**config.mk**
```make
export PLATFORM = sky130hd
export DESIGN_NAME = uart_rx
export DESIGN_NICKNAME = d
export VERILOG_FILES = /design/src/rtl/uart_rx.sv
export SDC_FILE = /design/constraint.sdc
export NUM_CORES = 1
export LEC_CHECK = 0
export BUFFER_PORTS_ARGS = -buffer_cell sky130_fd_sc_hd__buf_4
export CAP_MARGIN = 20
export CORE_AREA = 2 2 53 55
export CTS_CLUSTER_SIZE = 28
export DETAILED_ROUTE_END_ITERATION = 16
export DIE_AREA = 0 0 55 57
export MAX_ROUTING_LAYER = met4
export PLACE_DENSITY = 0.83
export SKIP_LAST_GASP = 1
export SLEW_MARGIN = 20
export SYNTH_ARGS = -nofsm -noshare
export SYNTH_HDL_FRONTEND = slang
export SYNTH_SLANG_ARGS = --single-unit
```
**constraint.sdc**
```tcl
create_clock -name clk -period 2.85 [get_ports clk]
set_input_delay 0.57 -clock clk [delete_from_list [all_inputs] [get_ports clk]]
set_output_delay 0.57 -clock clk [all_outputs]
set_load 0.01 [all_outputs]
```
**src/rtl/uart_rx.sv**
```systemverilog
// UART receiver: 3-flop synchronized input, mid-bit sampling, optional even/odd parity.
// Outputs register one cycle after the stop-bit sample; there is no backpressure, so every frame is reported.
module uart_rx #(
  parameter int INPUT_DATA_WIDTH = 8,
  parameter int PARITY_ENABLED   = 1,
  parameter int PARITY_TYPE      = 0,
  parameter int CLOCKS_PER_BIT   = 8
) (
  input  logic                        clk,
  input  logic                        reset,
  input  logic                        serial_in,
  output logic [INPUT_DATA_WIDTH-1:0] received_data,
  output logic                        data_is_valid,
  output logic                        rx_error
);

  localparam int CNT_W = $clog2(CLOCKS_PER_BIT);
  localparam int IDX_W = $clog2(INPUT_DATA_WIDTH + 1);
  localparam logic [CNT_W-1:0] SAMPLE_AT = CNT_W'(CLOCKS_PER_BIT / 2 - 1);
  localparam logic [CNT_W-1:0] CNT_MAX   = CNT_W'(CLOCKS_PER_BIT - 1);
  localparam logic [CNT_W-1:0] CNT_ONE   = CNT_W'(1);
  localparam logic [IDX_W-1:0] LAST_IDX  = IDX_W'(INPUT_DATA_WIDTH - 1);
  localparam logic [IDX_W-1:0] IDX_ONE   = IDX_W'(1);

  typedef enum logic [2:0] {IDLE, START_BIT, DATA_BITS, PARITY_BIT, STOP_BIT} state_t;

  state_t                      state_q;
  logic [2:0]                  sync_q;
  logic                        line_prev_q;
  logic [CNT_W-1:0]            cnt_q, cnt_d;
  logic [IDX_W-1:0]            idx_q;
  logic [INPUT_DATA_WIDTH-1:0] shift_q, data_q;
  logic                        par_err_q, stop_ok_q, frame_done_q, valid_q, err_q;
  logic                        line, sample, exp_parity;

  assign line       = sync_q[2];
  assign sample     = (state_q != IDLE) && (cnt_q == SAMPLE_AT);
  assign cnt_d      = (cnt_q == CNT_MAX) ? '0 : cnt_q + CNT_ONE;
  assign exp_parity = (PARITY_TYPE == 0) ? ^shift_q : ~^shift_q;

  always_ff @(posedge clk or posedge reset) begin
    if (reset) begin
      state_q      <= IDLE;
      sync_q       <= 3'b111;
      line_prev_q  <= 1'b1;
      cnt_q        <= '0;
      idx_q        <= '0;
      shift_q      <= '0;
      data_q       <= '0;
      par_err_q    <= 1'b0;
      stop_ok_q    <= 1'b0;
      frame_done_q <= 1'b0;
      valid_q      <= 1'b0;
      err_q        <= 1'b0;
    end else begin
      sync_q       <= {sync_q[1:0], serial_in};
      line_prev_q  <= line;
      frame_done_q <= 1'b0;
      valid_q      <= frame_done_q & stop_ok_q & ~par_err_q;
      err_q        <= frame_done_q & ~(stop_ok_q & ~par_err_q);
      if (frame_done_q && stop_ok_q && !par_err_q) data_q <= shift_q;
      // The counter free-runs modulo CLOCKS_PER_BIT once a frame starts, so one compare hits every mid-bit.
      cnt_q <= (state_q == IDLE) ? '0 : cnt_d;
      case (state_q)
        IDLE: if (line_prev_q && !line) state_q <= START_BIT;
        START_BIT: if (sample) begin
          if (!line) begin
            state_q   <= DATA_BITS;
            idx_q     <= '0;
            par_err_q <= 1'b0;
          end else begin
            state_q <= IDLE;
          end
        end
        DATA_BITS: if (sample) begin
          shift_q <= {line, shift_q[INPUT_DATA_WIDTH-1:1]};
          idx_q   <= idx_q + IDX_ONE;
          if (idx_q == LAST_IDX) state_q <= (PARITY_ENABLED != 0) ? PARITY_BIT : STOP_BIT;
        end
        PARITY_BIT: if (sample) begin
          par_err_q <= (line != exp_parity);
          state_q   <= STOP_BIT;
        end
        STOP_BIT: if (sample) begin
          stop_ok_q    <= line;
          frame_done_q <= 1'b1;
          state_q      <= IDLE;
        end
        default: state_q <= IDLE;
      endcase
    end
  end

  assign received_data = data_q;
  assign data_is_valid = valid_q;
  assign rx_error      = err_q;

endmodule
```
Yosys cells after proc, flatten, opt, wreduce, memory -nomap -nowiden
Cells that the tools add are included.

Bits in registers: 35. Word-level logic and storage cells: 71. Input bits: 3.

Muxes and demuxes: 20. Reductions and logical operators: 16. Bitwise gates (word level): 6. Equal/unequal tests: 15. Add/sub/neg operators: 2.

Operators by type and width (number): 2-to-1 mux 3 bit (8); one-hot mux 3 bit (5 select lines) (1); 2-to-1 mux 4 bit (3); inequality test 2 bit (second input constant) (6); equality test 3 x 2 -> 1 bit (second input constant) (3); one-hot mux 4 bit (2 select lines) (1); AND reduction 4 bit (2); parity 8 bit (1); equality test 3 bit (second input constant) (2); AND reduction 6 bit (1); 2-to-1 mux 1 bit (5); adder 4 x 1 -> 4 bit (second input constant) (1); bitwise AND 1 bit (4); equality test 4 x 3 -> 1 bit (second input constant) (1); logical AND 1 bit (4); AND reduction 2 bit (2); nonzero test 2 bit (2); adder 3 x 1 -> 3 bit (second input constant) (1); equality test 3 x 1 -> 1 bit (second input constant) (1); zero test 3 bit (1); nonzero test 3 bit (1); zero test 1 bit (2); 2-to-1 mux 2 bit (1); inequality test 2 x 1 -> 1 bit (second input constant) (1); 3 further kinds (4).

Longest topological paths before layout
Depth in word-level cells: 4. Gate-level depth with buffers: 6. Depth with buffers taken out: 6.

Worst setup path after synthesis
Ideal clock, no wire load.

Kind: register to register. From: reg cnt_q[0]. To: reg shift_q[0]. Cell stages (with the launch flop): 6. Clock period less this slack: 1.557 ns. Arrival: 1.432 ns. Path buffers: 1. Setup slack: 1.293 ns. Cell sequence: dfrtp_1 ha_1 ha_1 and4bb_2 buf_6 mux2_2.

Longest elaborated chain between the ends: 3.

Ends and longest elaborated chain: start, declared (line 30) `logic [CNT_W-1:0] cnt_q, cnt_d;`; start signal, assigned (line 63) `cnt_q <= (state_q == IDLE) ? '0 : cnt_d;`; equality test 3 x 2 -> 1 bit (line 37) `assign sample = (state_q != IDLE) && (cnt_q == SAMPLE_AT);`; logical AND 1 bit (line 37); AND reduction 2 bit (no line); end signal, assigned (line 76) `shift_q <= {line, shift_q[INPUT_DATA_WIDTH-1:1]};`; end, declared (line 32) `logic [INPUT_DATA_WIDTH-1:0] shift_q, data_q;`.

No other way between the ends. A chain may end at the register's enable or synchronous reset.

Worst setup path in the final report
From: reg cnt_q[0]. To: reg shift_q[1].

Same word-level chain as after synthesis.

==> results.txt <==
GR Util All Layers -> 17.6%
Gpl congestion -> 0.848
Synth top area share -> 53.3%
Top Metal Used -> met4
Pwr dens -> 692 nW/µm²
Crit path top cell by count -> ha_1
Cells after Synth -> 105
Post-Syn Area -> 1460 µm²
H-tree Lvls -> 2
Vias -> 829
Initial antenna violation count -> 0
Element type at the critical path start -> flop
DRC -> 0
Pleak -> 0.826 nW
Critical path's largest stage delay -> 0.44 ns
Die area -> 3140 µm²
Worst Hold Class -> in -> async
Fin nets -> 130
Final period utilization -> 60.0%
R2R cell count -> 4
WL final -> 2130 µm
CP arrival -> 1.94 ns
Skew final -> 0.00632 ns
Clk slew on worst S/H paths -> 0.10 ns
Clock Sinks -> 35
Crit Path Max Fanout -> 13
WS Path Type -> reg -> reg
Post_cts resized -> 0
Worst hold margin -> 0.309 ns
Mapped Avg Cell Area -> 13.9 µm²
Worst slew pin tran -> 0.472 ns
Count of unique library cells instantiated by Yosys -> 24
Rows -> 19
CP cell instances -> ha_1, ha_1, and4bb_2, mux2_2
MaxCap Viol Count -> 0
Peak supply drop -> 0.465 mV
Area Overhead vs Synth -> 12.8%
Hold Buf Count CTS -> 0
Vias in the first global route -> 870
Ys async rst share -> 100%
Clk root buf -> clkbuf_4
Wl on met1 -> 889 µm
Worst setup EP type -> flop
CTS Buffer Depth -> 2
Synthesis-stage register bit count -> 35
# setup viols final -> 0
# diodes -> 0
Total core area -> 2620 µm²
Clk_lat worst skew -> 0.34 ns
Net count after synthesis -> 112
Setup bufs post-CTS -> 0
Post-route ant nets -> 0
Met2 wire length -> 1100 µm
Top cells by area, synth -> dfrtp_1 (53%), mux2_2 (15%), dfstp_2 (7.2%), xnor2_1 (4.2%), ha_1 (3.4%)
Placed Area -> 1570 µm²
Post-synth EDFFs -> 0
Crit Reg-Reg Endpoint -> shift_q[1]
Dpl ws -> 1.14 ns
Post-synth top cells -> dfrtp_1 (31), mux2_2 (19), xnor2_1 (7), inv_1 (5)
Iteration-0 DRC Markers -> 8
Post-route minimum period -> 1.71 ns
# IOs -> 13
RSZ-0062 raised after global routing -> no
Worst EP required -> 3.08 ns
Synth area leader -> dfrtp_1
Worst r2r src -> cnt_q[0]
Total power -> 1.14 mW
Synth Flop Type -> dfrtp_1
Met3 WL post-DR -> 87 µm
Via density -> 5.35
First-pass DRT Iterations -> 4
Critical Path Start -> cnt_q[0]
Chip height -> 57 µm
Count of input and output buffers -> 12
Final worst slack -> 1.14 ns
Grt ovf -> 0
Crit path capture -> shift_q[1]
Yosys warns -> 0
Largest net degree at the start of global routing -> 36
Final slew viol count -> 0
Slew headroom -> 68.4%
TNS Setup -> 0 ns
First-pass GRT wire length -> 3680 µm
CTS buffer count -> 5
Die width -> 55 µm
Fmax -> 0.584 GHz
Status -> completed
Starting density of the core -> 55.7%
Final instance area -> 1640 µm²
TritonCTS clock tree -> yes
Most common cell in the synthesized netlist -> dfrtp_1
DP Wirelength -> 1520 µm
R2r setup slk -> 1.14 ns
Share of cells above drive strength 1 -> 35.5%
Worst path slowest cell -> and4bb_2
Routed length per instance -> 13.8 µm
Final Hold Viols -> 0
Sequential share of the synthesized area -> 60.5%
==> routing by layer <==
layer  global-route usage, %  vias up
met5                       -        -
met1                    19.7      414
li1                        -      396
met2                    26.0       14
met4                    11.5        0
met3                    6.28        5
==> how the worst min path moves through the flow <==
stage          depth (start not counted)        end      start
2_1_floorplan                          0  sync_q[1]  sync_q[0]
5_1_grt                                1  sync_q[0]  serial_in
3_3_place_gp                           0  sync_q[2]  sync_q[1]
3_5_place_dp                           0  sync_q[2]  sync_q[1]
6_report                               3   cnt_q[2]      reset
4_1_cts                                1  sync_q[0]  serial_in
==> report_power, final <==
group          switching [mW]  total, mW  internal (mW)
logic                  0.0945      0.210          0.116
clock network           0.157      0.302          0.145
registers              0.0624      0.625          0.563
total                   0.314       1.14          0.824
==> cells by family after synthesis <==
family                   synth area share, %
AND/OR/NAND/NOR                         8.25
flip-flops                              60.5
XOR/XNOR                                5.76
AO/OA/AOI/OAI                           4.12
multiplexers                            15.4
adder cells (fa/ha/maj)                 3.44
buffers and inverters                   2.58
==> flip-flops by register name, indices dropped and copies added (netlist names) <==
register	count
received_data	8
rx_error	1
cnt_q	3
sync_q	3
shift_q	8
stop_ok_q	1
data_is_valid	1
par_err_q	1
frame_done_q	1
idx_q	4
line_prev_q	1
state_q	3
==> cell type report <==
class                      count  area [µm²]
clock buffer                   8        68.8
fill                         207         972
inverter                       5        18.8
multi-input combinational     63         538
sequential                    35         881
tap                           31        38.8
timing repair buffer          13        97.6
==> metrics by stage <==
stage          util (%)  std cells
2_1_floorplan         -        105
3_3_place_gp       60.2        147
3_5_place_dp       60.2        147
4_1_cts            62.8        155
5_1_grt            62.8        155
6_report           62.8        155
==> cell usage in the layout (no fill, tap or decap) <==
cell type  synthesis  routed
a21boi_0           1       1
a22o_1             2       2
and2b_1            1       1
and3_1             1       1
and4bb_2           1       1
buf_4              1      13
clkbuf_1           0       1
clkbuf_4           0       5
clkbuf_8           0       2
dfrtp_1           31      31
dfstp_2            4       4
ha_1               4       4
inv_1              5       5
mux2_2            19      19
mux2i_1            1       1
nand2_1            4       4
nand3_1            3       3
nor2_1             4       4
nor2b_1            3       3
nor3_1             3       3
nor3b_1            2       2
o21ai_0            4       4
o22ai_1            1       1
o32ai_1            1       1
xnor2_1            7       7
xnor3_1            1       1
==> worst max-delay path: cells and delay by family (launching register included) <==
| kind | cells | cell delay [ns] |
|---|---|---|
| adder cells (fa/ha/maj) | 2 | 0.41 |
| flip-flops | 1 | 0.36 |
| multiplexers | 1 | 0.38 |
| AND/OR/NAND/NOR | 1 | 0.44 |
Note: power is estimated with default switching activity, not from simulation.
